--- src/rtl/mold_pkg.sv ---
// Shared widths, protocol constants and state encoding for the MoldUDP64 sequencing controller.
package mold_pkg;

  localparam int SID_W = 80;
  localparam int SEQ_W = 64;
  localparam int ML_W  = 16;

  localparam logic [ML_W-1:0] MOLD_CNT_EOS = 16'hFFFF;
  localparam logic [ML_W-1:0] MOLD_CNT_HB  = 16'h0000;

  typedef enum logic [1:0] {
    UNLOCKED = 2'd0,
    IDLE     = 2'd1,
    PKT      = 2'd2,
    EOS      = 2'd3
  } mold_state_e;

  function automatic logic [31:0] sat_inc32(input logic [31:0] v);
    return (v == 32'hFFFF_FFFF) ? v : (v + 32'd1);
  endfunction

endpackage

--- src/rtl/mold_seq_cmp.sv ---
// Unsigned magnitude compare of a and b, plus |a-b| clamped to cap.
module mold_seq_cmp #(
  parameter int W  = 64,
  parameter int CW = 16
) (
  input  logic [W-1:0]  a,
  input  logic [W-1:0]  b,
  input  logic [CW-1:0] cap,
  output logic          gt,
  output logic          lt,
  output logic [CW-1:0] min_diff
);

  logic [W-1:0] diff_s;

  // Magnitude compare and clamped absolute difference
  always_comb begin
    gt     = (a > b);
    lt     = (a < b);
    diff_s = gt ? (a - b) : (b - a);
    if (diff_s > {{(W-CW){1'b0}}, cap}) begin
      min_diff = cap;
    end else begin
      min_diff = diff_s[CW-1:0];
    end
  end

endmodule

--- src/rtl/mold_seq_ctrl.sv ---
// MoldUDP64 session lock, sequence tracking, forward/drop gating and gap/error reporting.
// Define MOLD_SEQ_STATS_EN to build the saturating statistics counters; otherwise stat ports read 0.
module mold_seq_ctrl
  import mold_pkg::*;
(
  input  logic             clk,
  input  logic             reset,
  input  logic             hdr_v_i,
  input  logic [SID_W-1:0] hdr_sid_i,
  input  logic [SEQ_W-1:0] hdr_seq_i,
  input  logic [ML_W-1:0]  hdr_cnt_i,
  input  logic             msg_end_i,
  input  logic             pkt_end_i,
  output logic             msg_accept_o,
  output logic [SEQ_W-1:0] msg_seq_o,
  output logic             locked_o,
  output logic             eos_o,
  output logic             gap_v_o,
  output logic [SEQ_W-1:0] gap_seq_o,
  output logic [ML_W-1:0]  gap_cnt_o,
  output logic             sid_err_o,
  output logic             trunc_err_o,
  output logic [31:0]      stat_acc_o,
  output logic [31:0]      stat_dup_o,
  output logic [31:0]      stat_gap_o
);

  mold_state_e      state_r, state_n;
  logic [SID_W-1:0] sid_r, sid_n;
  logic [SEQ_W-1:0] expected_r, exp_n, cur_seq_r, cur_n, gap_seq_r, gap_seq_n;
  logic [ML_W-1:0]  remaining_r, rem_n, skip_r, skip_n, gap_cnt_r, gap_cnt_n;
  logic             drop_all_r, drop_n, locked_r, locked_n, eos_r, eos_n;
  logic             gap_v_r, gap_v_n, sid_err_r, sid_err_n, trunc_r, trunc_n;
  logic             accept_r, accept_n, hdr_go_s;
  logic [SEQ_W-1:0] exp_base_s;
  logic             gap_gt_s, gap_lt_s, skip_gt_s, skip_lt_s, cmp_unused_s;
  logic [ML_W-1:0]  gap_min_s, skip_min_s;

  // Before lock the header itself defines the expected sequence, so no gap or skip can arise
  assign exp_base_s = (state_r == UNLOCKED) ? hdr_seq_i : expected_r;

  mold_seq_cmp #(.W(SEQ_W), .CW(ML_W)) u_gap_cmp (
    .a(hdr_seq_i), .b(exp_base_s), .cap(MOLD_CNT_EOS),
    .gt(gap_gt_s), .lt(gap_lt_s), .min_diff(gap_min_s)
  );

  mold_seq_cmp #(.W(SEQ_W), .CW(ML_W)) u_skip_cmp (
    .a(exp_base_s), .b(hdr_seq_i), .cap(hdr_cnt_i),
    .gt(skip_gt_s), .lt(skip_lt_s), .min_diff(skip_min_s)
  );

  assign cmp_unused_s = &{1'b0, gap_lt_s, skip_lt_s};

  // Next-state, counter and pulse computation
  always_comb begin
    state_n   = state_r;
    sid_n     = sid_r;
    exp_n     = expected_r;
    cur_n     = cur_seq_r;
    rem_n     = remaining_r;
    skip_n    = skip_r;
    drop_n    = drop_all_r;
    locked_n  = locked_r;
    eos_n     = eos_r;
    gap_v_n   = 1'b0;
    gap_seq_n = gap_seq_r;
    gap_cnt_n = gap_cnt_r;
    sid_err_n = 1'b0;
    trunc_n   = 1'b0;
    hdr_go_s  = 1'b0;

    case (state_r)
      UNLOCKED: begin
        if (hdr_v_i) begin
          sid_n    = hdr_sid_i;
          locked_n = 1'b1;
          hdr_go_s = 1'b1;
        end else begin
          hdr_go_s = 1'b0;
        end
      end
      IDLE: begin
        hdr_go_s = hdr_v_i;
      end
      PKT: begin
        if (hdr_v_i) begin
          trunc_n  = 1'b1;
          hdr_go_s = 1'b1;
        end else begin
          if (msg_end_i) begin
            cur_n = cur_seq_r + 64'd1;
            rem_n = remaining_r - 16'd1;
            if (skip_r != 16'd0) begin
              skip_n = skip_r - 16'd1;
            end else if (!drop_all_r) begin
              exp_n = expected_r + 64'd1;
            end else begin
              exp_n = expected_r;
            end
            if (remaining_r == 16'd1) begin
              state_n = IDLE;
            end else begin
              state_n = PKT;
            end
          end else begin
            cur_n = cur_seq_r;
          end
          // A tlast that coincides with the final message is a clean finish
          if (pkt_end_i && !(msg_end_i && (remaining_r == 16'd1))) begin
            trunc_n = 1'b1;
            state_n = IDLE;
          end else begin
            trunc_n = 1'b0;
          end
        end
      end
      EOS: begin
        state_n = EOS;
      end
      default: begin
        state_n = UNLOCKED;
      end
    endcase

    if (hdr_go_s) begin
      if ((state_r != UNLOCKED) && (hdr_sid_i != sid_r)) begin
        sid_err_n = 1'b1;
        drop_n    = 1'b1;
        skip_n    = 16'd0;
        rem_n     = hdr_cnt_i;
        cur_n     = hdr_seq_i;
        state_n   = (hdr_cnt_i == MOLD_CNT_HB) ? IDLE : PKT;
      end else begin
        if (gap_gt_s) begin
          gap_v_n   = 1'b1;
          gap_seq_n = exp_base_s;
          gap_cnt_n = gap_min_s;
          exp_n     = hdr_seq_i;
        end else begin
          exp_n     = exp_base_s;
        end
        if (hdr_cnt_i == MOLD_CNT_EOS) begin
          eos_n   = 1'b1;
          state_n = EOS;
        end else if (hdr_cnt_i == MOLD_CNT_HB) begin
          state_n = IDLE;
        end else begin
          drop_n  = 1'b0;
          skip_n  = skip_gt_s ? skip_min_s : 16'd0;
          rem_n   = hdr_cnt_i;
          cur_n   = hdr_seq_i;
          state_n = PKT;
        end
      end
    end else begin
      hdr_go_s = 1'b0;
    end

    accept_n = (state_n == PKT) && !drop_n && (skip_n == 16'd0);
  end

  // Controller state and output registers
  always_ff @(posedge clk) begin
    if (reset) begin
      state_r     <= UNLOCKED;
      sid_r       <= '0;
      expected_r  <= '0;
      cur_seq_r   <= '0;
      remaining_r <= '0;
      skip_r      <= '0;
      drop_all_r  <= 1'b0;
      locked_r    <= 1'b0;
      eos_r       <= 1'b0;
      gap_v_r     <= 1'b0;
      gap_seq_r   <= '0;
      gap_cnt_r   <= '0;
      sid_err_r   <= 1'b0;
      trunc_r     <= 1'b0;
      accept_r    <= 1'b0;
    end else begin
      state_r     <= state_n;
      sid_r       <= sid_n;
      expected_r  <= exp_n;
      cur_seq_r   <= cur_n;
      remaining_r <= rem_n;
      skip_r      <= skip_n;
      drop_all_r  <= drop_n;
      locked_r    <= locked_n;
      eos_r       <= eos_n;
      gap_v_r     <= gap_v_n;
      gap_seq_r   <= gap_seq_n;
      gap_cnt_r   <= gap_cnt_n;
      sid_err_r   <= sid_err_n;
      trunc_r     <= trunc_n;
      accept_r    <= accept_n;
    end
  end

  assign msg_accept_o = accept_r;
  assign msg_seq_o    = cur_seq_r;
  assign locked_o     = locked_r;
  assign eos_o        = eos_r;
  assign gap_v_o      = gap_v_r;
  assign gap_seq_o    = gap_seq_r;
  assign gap_cnt_o    = gap_cnt_r;
  assign sid_err_o    = sid_err_r;
  assign trunc_err_o  = trunc_r;

`ifdef MOLD_SEQ_STATS_EN
  logic [31:0] stat_acc_r, stat_dup_r, stat_gap_r;
  logic        msg_done_s;

  assign msg_done_s = (state_r == PKT) && !hdr_v_i && msg_end_i;

  // Saturating accepted / skipped / gap event counters
  always_ff @(posedge clk) begin
    if (reset) begin
      stat_acc_r <= 32'd0;
      stat_dup_r <= 32'd0;
      stat_gap_r <= 32'd0;
    end else begin
      if (msg_done_s && accept_r) stat_acc_r <= sat_inc32(stat_acc_r);
      if (msg_done_s && (skip_r != 16'd0)) stat_dup_r <= sat_inc32(stat_dup_r);
      if (gap_v_n) stat_gap_r <= sat_inc32(stat_gap_r);
    end
  end

  assign stat_acc_o = stat_acc_r;
  assign stat_dup_o = stat_dup_r;
  assign stat_gap_o = stat_gap_r;
`else
  assign stat_acc_o = 32'd0;
  assign stat_dup_o = 32'd0;
  assign stat_gap_o = 32'd0;
`endif

endmodule
--- config.mk ---
export PLATFORM = sky130hd
export DESIGN_NAME = mold_seq_ctrl
export DESIGN_NICKNAME = d
export VERILOG_FILES = /design/src/rtl/mold_pkg.sv /design/src/rtl/mold_seq_cmp.sv /design/src/rtl/mold_seq_ctrl.sv
export SDC_FILE = /design/constraint.sdc
export NUM_CORES = 1
export LEC_CHECK = 0
export CAP_MARGIN = 20
export CORE_MARGIN = 5
export CORE_UTILIZATION = 35
export CTS_CLUSTER_SIZE = 16
export DETAILED_ROUTE_END_ITERATION = 8
export GPL_ROUTABILITY_DRIVEN = 0
export PLACE_DENSITY = 0.53
export SETUP_SLACK_MARGIN = 0.02
export SLEW_MARGIN = 20
export SYNTH_ARGS = -nofsm -noshare
export SYNTH_HDL_FRONTEND = slang
export SYNTH_HIERARCHICAL = 1
export SYNTH_SLANG_ARGS = --single-unit
--- constraint.sdc ---
create_clock -name clk -period 8.9 [get_ports clk]
set_input_delay 1.78 -clock clk [delete_from_list [all_inputs] [get_ports clk]]
set_output_delay 1.78 -clock clk [all_outputs]
set_load 0.01 [all_outputs]
After elaboration in Yosys (flattened, before gate mapping):

Index checks and enable logic that the tools add are counted.
W data, S select, Z words.

* memories: 0
* RAM bits: 0
* logic and storage cells: 109
* bits in registers: 329
* memory bits (read-only): 0
* input bits: 165
* latch bits: 0

* eq/ne operators: 7
* $add $sub $neg: 6
* div/mod/pow operators: 0
* $mul: 0
* multiplexer cells: 55
* shift-type cells: 0
* magnitude comparators: 4
* reduce and logical (&&, ||, !) cells: 19
* bitwise gates (word level): 3

Operators by type and width (number)
* $mux W64: 18
* $mux W16: 18
* $add A64 B1 Y64 const B: 2
* $gt A64 B64 Y1: 2
* $sub A64 B64 Y64: 2
* $ne A80 B80 Y1: 1
* $gt A64 B16 Y1: 1
* $gt A64 B16 Y1 const B: 1
* $logic_not A16 Y1: 2
* $sub A16 B1 Y16 const B: 2
* $eq A16 B1 Y1 const B: 1
* $eq A16 B16 Y1 const B: 1
* $mux W2: 8
* $reduce_bool A16 Y1: 1
* $mux W1: 9
* $eq A2 B2 Y1 const B: 3
* $reduce_and A3 Y1: 2
* $reduce_or A2 Y1: 3
* $logic_and A1 B1 Y1: 5
* $pmux W2 S2: 1
* $not A1 Y1: 3
* $reduce_or A3 Y1: 1
* $eq A2 B1 Y1 const B: 1
* $logic_not A1 Y1: 2
* 4 further kinds: 4

Logic depth before layout (Yosys ltp):

* depth after elaboration: 13
* mapped depth: 44

Hierarchy:

Netlist, hierarchy kept.

By module, submodules not included
* mold_seq_ctrl: cells each 2369, area each 19062.0 um^2, sequential area each 6586.3 um^2, instances 1
* mold_seq_cmp: cells each 1384, area each 8962.3 um^2, sequential area each 0.0 um^2, instances 2

Least setup slack after synthesis:

No wires, ideal clock.

* path type: input to register
* start: input port hdr_seq_i[0]
* end: register accept_r, in the netlist msg_accept_o
* path buffers: 4
* data required time: 8.840 ns
* path slack: -0.468 ns
* arrival: 9.308 ns
* library setup time: 0.060 ns
* stages on the path: 40
* path through: mux2i_1 -> inv_1 -> inv_1 -> ha_1 -> inv_1 -> fa_1 -> a211oi_2 -> o21a_1 -> o21ai_0 -> a31o_2 -> a211o_2 -> o21bai_2 -> inv_2 -> buf_4 -> clkbuf_1 -> clkbuf_1 -> or3_1 -> o311ai_0 -> (+4 left out) -> o21ai_0 -> a21boi_0 -> nand4b_1 -> nand2_1 -> o21ai_0 -> or4_1 -> nor4_1 -> nand3_1 -> a2111oi_0 -> nand4_1 -> nor4_4 -> buf_6 -> mux2_4 -> nor4_1 -> nand4_1 -> a21o_1 -> o21ai_0 -> o2111a_1

* longest elaborated chain between the ends: 12
* elaborated cells between the ends (all ways): 14
* classes of those cells: 2 x add/sub; 2 x order compare; 8 x mux; 2 x reduce/logical

RTL lines
* start, declared: line mold_seq_ctrl.sv:10 `input logic [SEQ_W-1:0] hdr_seq_i,`
* $mux W64 (*): line mold_seq_ctrl.sv:40 `assign exp_base_s = (state_r == UNLOCKED) ? hdr_seq_i : expected_r;`
* named net exp_base_s[0]: line mold_seq_ctrl.sv:35 `logic [SEQ_W-1:0] exp_base_s;`
* $sub A64 B64 Y64 / $gt A64 B64 Y1 (equally long branches): line mold_seq_cmp.sv:20, mold_seq_cmp.sv:18
* $mux W64 (*): line mold_seq_cmp.sv:20 `diff_s = gt ? (a - b) : (b - a);`
* $gt A64 B16 Y1: line mold_seq_cmp.sv:21 `if (diff_s > {{(W-CW){1'b0}}, cap}) begin`
* $mux W16 (*): line mold_seq_cmp.sv:21
* named net skip_min_s[11]: line mold_seq_ctrl.sv:37 `logic [ML_W-1:0] gap_min_s, skip_min_s;`
* $mux W16 (*): line mold_seq_ctrl.sv:149 `skip_n = skip_gt_s ? skip_min_s : 16'd0;`
* $mux W16 (*): line mold_seq_ctrl.sv:145 `end else if (hdr_cnt_i == MOLD_CNT_HB) begin`
* $mux W16 (*): line mold_seq_ctrl.sv:142 `if (hdr_cnt_i == MOLD_CNT_EOS) begin`
* $mux W16 (*): line mold_seq_ctrl.sv:126 `if ((state_r != UNLOCKED) && (hdr_sid_i != sid_r)) begin`
* $mux W16 (*): line mold_seq_ctrl.sv:125 `if (hdr_go_s) begin`
* $logic_not A16 Y1 (*): line mold_seq_ctrl.sv:159 `accept_n = (state_n == PKT) && !drop_n && (skip_n == 16'd0);`
* $logic_and A1 B1 Y1 (*): line mold_seq_ctrl.sv:159
* end signal, assigned: line mold_seq_ctrl.sv:195 `accept_r <= accept_n;`
* end, declared: line mold_seq_ctrl.sv:34 `logic accept_r, accept_n, hdr_go_s;`

The timed path passes the listed nets; every way through them passes the cells marked *.
A chain may end at the register's enable or synchronous reset.

Final worst setup path:

* start: input port hdr_seq_i[18]
* end: register accept_r, in the netlist msg_accept_o

* longest elaborated chain between the ends: 12
* elaborated cells between the ends (all ways): 14
* classes of those cells: 2 x add/sub; 2 x order compare; 8 x mux; 2 x reduce/logical

RTL lines
* $mux W64 (*): line mold_seq_ctrl.sv:40
* named net exp_base_s[18]: line mold_seq_ctrl.sv:35
* $gt A64 B64 Y1 (*): line mold_seq_cmp.sv:18 `gt = (a > b);`
* named net skip_gt_s: line mold_seq_ctrl.sv:36 `logic gap_gt_s, gap_lt_s, skip_gt_s, skip_lt_s, cmp_unused_s;`
* $mux W64 (*): line mold_seq_cmp.sv:20
* $gt A64 B16 Y1: line mold_seq_cmp.sv:21
* $mux W16 (*): line mold_seq_cmp.sv:21
* named net skip_min_s[1]: line mold_seq_ctrl.sv:37
* $mux W16 (*): line mold_seq_ctrl.sv:149
* $mux W16 (*): line mold_seq_ctrl.sv:145
* $mux W16 (*): line mold_seq_ctrl.sv:142
* $mux W16 (*): line mold_seq_ctrl.sv:126
* $mux W16 (*): line mold_seq_ctrl.sv:125
* $logic_not A16 Y1 (*): line mold_seq_ctrl.sv:159
* $logic_and A1 B1 Y1 (*): line mold_seq_ctrl.sv:159

Marks and branches as above.

==> flow_summary.json <==
{
  "status": "finished, final reports clean",
  "syn-instance-count": 5135,
  "rsz0062_at_grt": "yes",
  "clock-sinks": 329,
  "crit_top_cell": "nand4_1",
  "path_clk_slew_ps": 60,
  "final_common_cell": "buf_4",
  "finalClockSkew_ps": 24.7,
  "crit_slowest_cell": "clkdlybuf4s50_1",
  "final_cell_mix": "717 x buf_4, 593 x a21oi_1, 474 x nand2_1, 463 x inv_1, 329 x dfxtp_1",
  "irDropWorstVdd_mv": 0.141,
  "drt_pass1_iterations": 9,
  "fin_ws_ps": 71.4,
  "reg2reg_slack_ps": 550,
  "coreArea_um2": 105000,
  "grt_pass1_vias": 39400,
  "clockRootBuffer": "clkbuf_16",
  "regToRegEndpoint": "msg_accept_o$_SDFF_PP0_",
  "min_path_type": "reg -> reg",
  "maxSlewViolCount": 0,
  "cts-buffers-inserted": 45,
  "holdPathStages": 2,
  "clk_latency_ps": 650,
  "setup_viol": 0,
  "cts_tree": "built",
  "cpPeakStageDelay_ps": 530,
  "drc": 0,
  "overflow": 0,
  "period_share_pct": 99.2,
  "die_area_um2": 112000,
  "p_leak_nw": 20.9,
  "ff2ff_path_depth": 40,
  "antenna_left": 0,
  "yosys_warnings": 6,
  "row_count": 119,
  "dp_slack_ps": -718,
  "htreeDepth": 2,
  "netlist_area_um2": 37000,
  "antenna_found_initial": 4,
  "dieHeight_um": 335,
  "relSlewSlack_pct": 32.1,
  "min_from": "gap_seq_o[22]$_SDFFE_PP0P_",
  "worstPathRequired_ps": 9480,
  "area_growth_pct": 28.7,
  "drive_above_1_share_pct": 16.7,
  "fin_hold_ws_ps": 453,
  "min_period_ps": 8830,
  "hold_end": "gap_seq_o[22]$_SDFFE_PP0P_",
  "grt_max_degree": 148,
  "synth_area_per_cell_um2": 7.20,
  "start_util_pct": 35.2,
  "crit_fanout": 7,
  "drtIter0Drc": 4595,
  "critPathBufInv": 7,
  "pin_count": 411,
  "cellPowerDensity_nw_per_um2": 160,
  "grt_pass1_wl_um": 245000,
  "nets": 6395,
  "cts_hold_buf": 0,
  "maxCapViolCount": 0,
  "io_buffers": 314,
  "vias_per_cell": 5.66,
  "hold_viol": 0,
  "cp-start-kind": "input pin",
  "hpwl_um": 133000,
  "fmax_mhz": 113,
  "routed-via-count": 41600,
  "end_kind": "flop",
  "wl_per_cell_um": 22.5,
  "crit_type": "in -> reg",
  "drt_wl_total_um": 166000,
  "cts_buffer_depth": 3,
  "die-width_um": 335,
  "r2r_start": "state_r[0]$_SDFF_PP0_",
  "tightestPinTransition_ps": 1020,
  "critPathTopFamily": "simple AND/OR/NAND/NOR gates",
  "gr-usage-all-layers_pct": 27.9,
  "cp.arrival_ps": 9410
}
## sequential cells by signal, summed over array words and instances, names as in the netlist, 2 cells and up
name / flops
gap_seq_o: 64
skip_r: 16
sid_r: 80
msg_seq_o: 64
gap_cnt_o: 16
expected_r: 64
state_r: 2
remaining_r: 16
## worst max path at each step
stage | cells after the start | startpoint | endpoint
5_1_grt | 39 | hdr_seq_i[0] | msg_accept_o$_SDFF_PP0_
3_5_place_dp | 38 | hdr_seq_i[0] | msg_accept_o$_SDFF_PP0_
3_3_place_gp | 39 | hdr_seq_i[0] | msg_accept_o$_SDFF_PP0_
4_1_cts | 37 | hdr_seq_i[26] | msg_accept_o$_SDFF_PP0_
6_report | 38 | hdr_seq_i[18] | msg_accept_o$_SDFF_PP0_
2_1_floorplan | 40 | hdr_seq_i[0] | msg_accept_o$_SDFF_PP0_
## cell type report
class / instances / area [um^2]
multi-input combinational: 4050 / 27200
tap: 1391 / 1740
antenna: 2 / 5.00
clock buffer: 62 / 1280
clock inverter: 22 / 305
sequential: 329 / 6590
timing repair buffer: 1040 / 8700
fill: 10900 / 57500
inverter: 468 / 1770
## routing by layer
metal	vias up	routed length, um	share of wire, %	track usage [%]
met4	2	8070	4.9	11.3
met1	19400	70100	42	37.2
met5	-	13	0.0078	0
li1	19700	-	-	-
met3	386	17100	10	6.82
met2	2139	70800	43	43.2
## tightest hold or removal path: cells and delay by family, from the launching register on
family                 cells  cell delay (ps)
AO/OA/AOI/OAI              1               50
buffers and inverters      1               50
flip-flops                 1              300
## through the flow
stage	setup TNS (ps)	instance area [um^2]	instances	power (W)	utilization [%]
2_1_floorplan	0	37500	5261	0.00390	-
3_5_place_dp	-10930	45700	7268	0.00552	43.5
3_3_place_gp	-7930	45700	7268	0.00552	43.5
5_1_grt	-1440	47600	7362	0.00800	45.3
6_report	0	47600	7364	0.00761	45.3
4_1_cts	0	47400	7358	0.00755	45.1
## repair_timing
item,in CTS,in global routing
endpoints found under the setup margin,1,30
pin swaps,14,9
setup buffers,6,4
resized for setup,28,31
## where the power goes
group	internal (W)	total, W	switching (W)
Combinational	0.00164	0.00394	0.00230
Sequential	0.00159	0.00171	0.000117
Clock	0.00116	0.00197	0.000803
Total	0.00439	0.00761	0.00322
Power figures use the tool's default switching activity.
==> variant (same settings) <==
Change the package constant `ML_W` from 16 to 32.
--- a/src/rtl/mold_pkg.sv
+++ b/src/rtl/mold_pkg.sv
@@ -4,5 +4,5 @@
   localparam int SID_W = 80;
   localparam int SEQ_W = 64;
-  localparam int ML_W  = 16;
+  localparam int ML_W  = 32;
 
   localparam logic [ML_W-1:0] MOLD_CNT_EOS = 16'hFFFF;
Ports: changed (resized gap_cnt_o and hdr_cnt_i); port bits go from 411 to 443. The function was not compared with the original's and may differ.
==> variant against the unedited design <==
- setup slack improved by 0.33 ns
- via count increased by 2.7%
- non-clock buffer count down 119
- total power is 7.6% higher
- sequential cell count rose by 48
- area after synthesis up 5.3%
- routed wire length is 1.8% higher
- register-to-register slack better by 0.33 ns
- first-iteration DRC count decreased by 16%
- cell area rose by 3.3%
==> variant: results (changes against the unedited design) <==
run_status:
  status: "completed"  # unchanged
final_layout:
  finalNonFillerCells: 7664  # was 7364
  drive_gt1_share_pct: 13.4  # was 16.7%
  nFillCells: 11600  # was 10900
  final_nets: 6644  # was 6395
  final_cell_area_um2: 49100  # was 47600 um2
  largest_reg_flops: 80  # unchanged
grt:
  grtUsageMet1_pct: 35.0  # was 37.2%
  met2_usage_pct: 45.3  # was 43.2%
  grt_max_degree: 169  # was 148
  grt_pass1_vias: 40300  # was 39400
  grt_use_met3_pct: 4.21  # was 6.82%
  grt_pass1_wl_um: 249000  # was 245000 um
  antenna_found_initial: 9  # was 4
  track_usage_pct: 27.2  # was 27.9%
synth:
  synth_xor_area_share_pct: 7.76
  synthArstFlopShare_pct: 0
  yosys.area_share.adder_pct: 10.6
  synthTopCellsByCount: "591 x nand2_1, 535 x a21oi_1, 504 x nor2_1, 417 x inv_1, 377 x dfxtp_1"
  synth_area_leaders: "dfxtp_1 19%, ha_1 10%, a21oi_1 6.9%"
  ys_seq_area_share_pct: 19.4
  syn_area_per_cell_um2: 7.21  # was 7.20 um2
  synthMuxAreaShare_pct: 5.47
worst_setup_path:
  critPathTopFamily: "compound AO/OA/AOI/OAI gates"  # was simple AND/OR/NAND/NOR gates
  path_max_fanout: 7  # unchanged
  worstPathArrival_ns: 9.09  # was 9.41 ns
  crit_path_max_incr_delay_ns: 0.44  # was 0.53 ns
clock_tree:
  ctsLongestPathBuffers: 3  # unchanged
  numCtsBuffers: 49  # was 45
detailed_routing:
  route.met3.wl_um: 13000  # was 17100 um
  dr.first_iter.drc_count: 3856  # was 4595
  wl_met1_um: 70500  # was 70100 um
  routed-via-count: 42800  # was 41600
  first_pass_iters: 6  # was 9
  wl_met2_um: 77500  # was 70800 um
  routedWlPerCell_um: 22.0  # was 22.5 um
die:
  dieArea_um2: 118000  # was 112000 um2
place:
  dpl_worst_slack_ns: -0.464  # was -0.718 ns
  port_buffers: 346  # was 314
  place_hpwl_um: 138000  # was 133000 um
  placed_area_um2: 47300  # was 45700 um2
  dpl.cell_count: 7568  # was 7268
sta:
  finClkSkew_ns: 0.0387  # was 0.0247 ns
  max_slew.worst_pin.slew_ns: 1.15  # was 1.02 ns
pwr:
  leakage_nw: 21.3  # was 20.9 nW
  ir_worst_vdd_mv: 0.144  # was 0.141 mV
variant: cell types whose count changed in the layout (fill, tap and decap cells not counted), moves of 31 or more:
cell | before | now
nor2_1 | 286 | 502
buf_4 | 717 | 565
nand2_1 | 474 | 590
a21oi_1 | 593 | 535
clkdlybuf4s50_1 | 294 | 345
dfxtp_1 | 329 | 377
inv_1 | 463 | 417
mux2_4 | 21 | 58
conb_1 | 128 | 160
ha_1 | 292 | 323
variant: logic make-up after synthesis:
logic type / Yosys count
DFF: 377
AOI/OAI and AO/OA: 1585
xor gates and xnor gates: 345
adders and majority gates: 328
buffers and inverters: 815
muxes: 180
and+or+nand+nor: 1768
other: 2
variant: worst paths after layout:
check | depth (start not counted) | startpoint | end | slack [ns]
hold reg to reg | 2 | gap_cnt_o[3] | gap_cnt_o[3] | 0.45
hold / removal | 2 | gap_cnt_o[3] | gap_cnt_o[3] | 0.45
setup reg to reg | 37 | state_r[1] | msg_accept_o | 0.88
setup / recovery | 38 | hdr_seq_i[0] | msg_accept_o | 0.40
variant: what timing repair did:
action | in CTS | in global routing
setup buffers | 0 | 2
resized for setup | 0 | 19
endpoints found under the setup margin | 0 | 2
variant: final cells by class:
cell class	count	area share (%)
Timing Repair Buffer	921	16.1
Sequential cell	377	15.4
Tap cell	1488	3.79
Clock buffer	72	2.87
Clock inverter	15	0.570
Multi-Input combinational cell	4366	58.1
Antenna cell	5	0.0255
Inverter	420	3.21
variant: report_power, final:
| part | total (mW) | switching [mW] | internal [mW] |
|---|---|---|---|
| sequential | 1.94 | 0.123 | 1.82 |
| clock | 2.15 | 0.870 | 1.28 |
| combinational | 4.10 | 2.40 | 1.70 |
variant: tightest hold or removal path, stage by stage (launching register included):
cell and delay [ns]:
dfxtp_1 0.30, nand2_1 0.05, a21oi_1 0.05
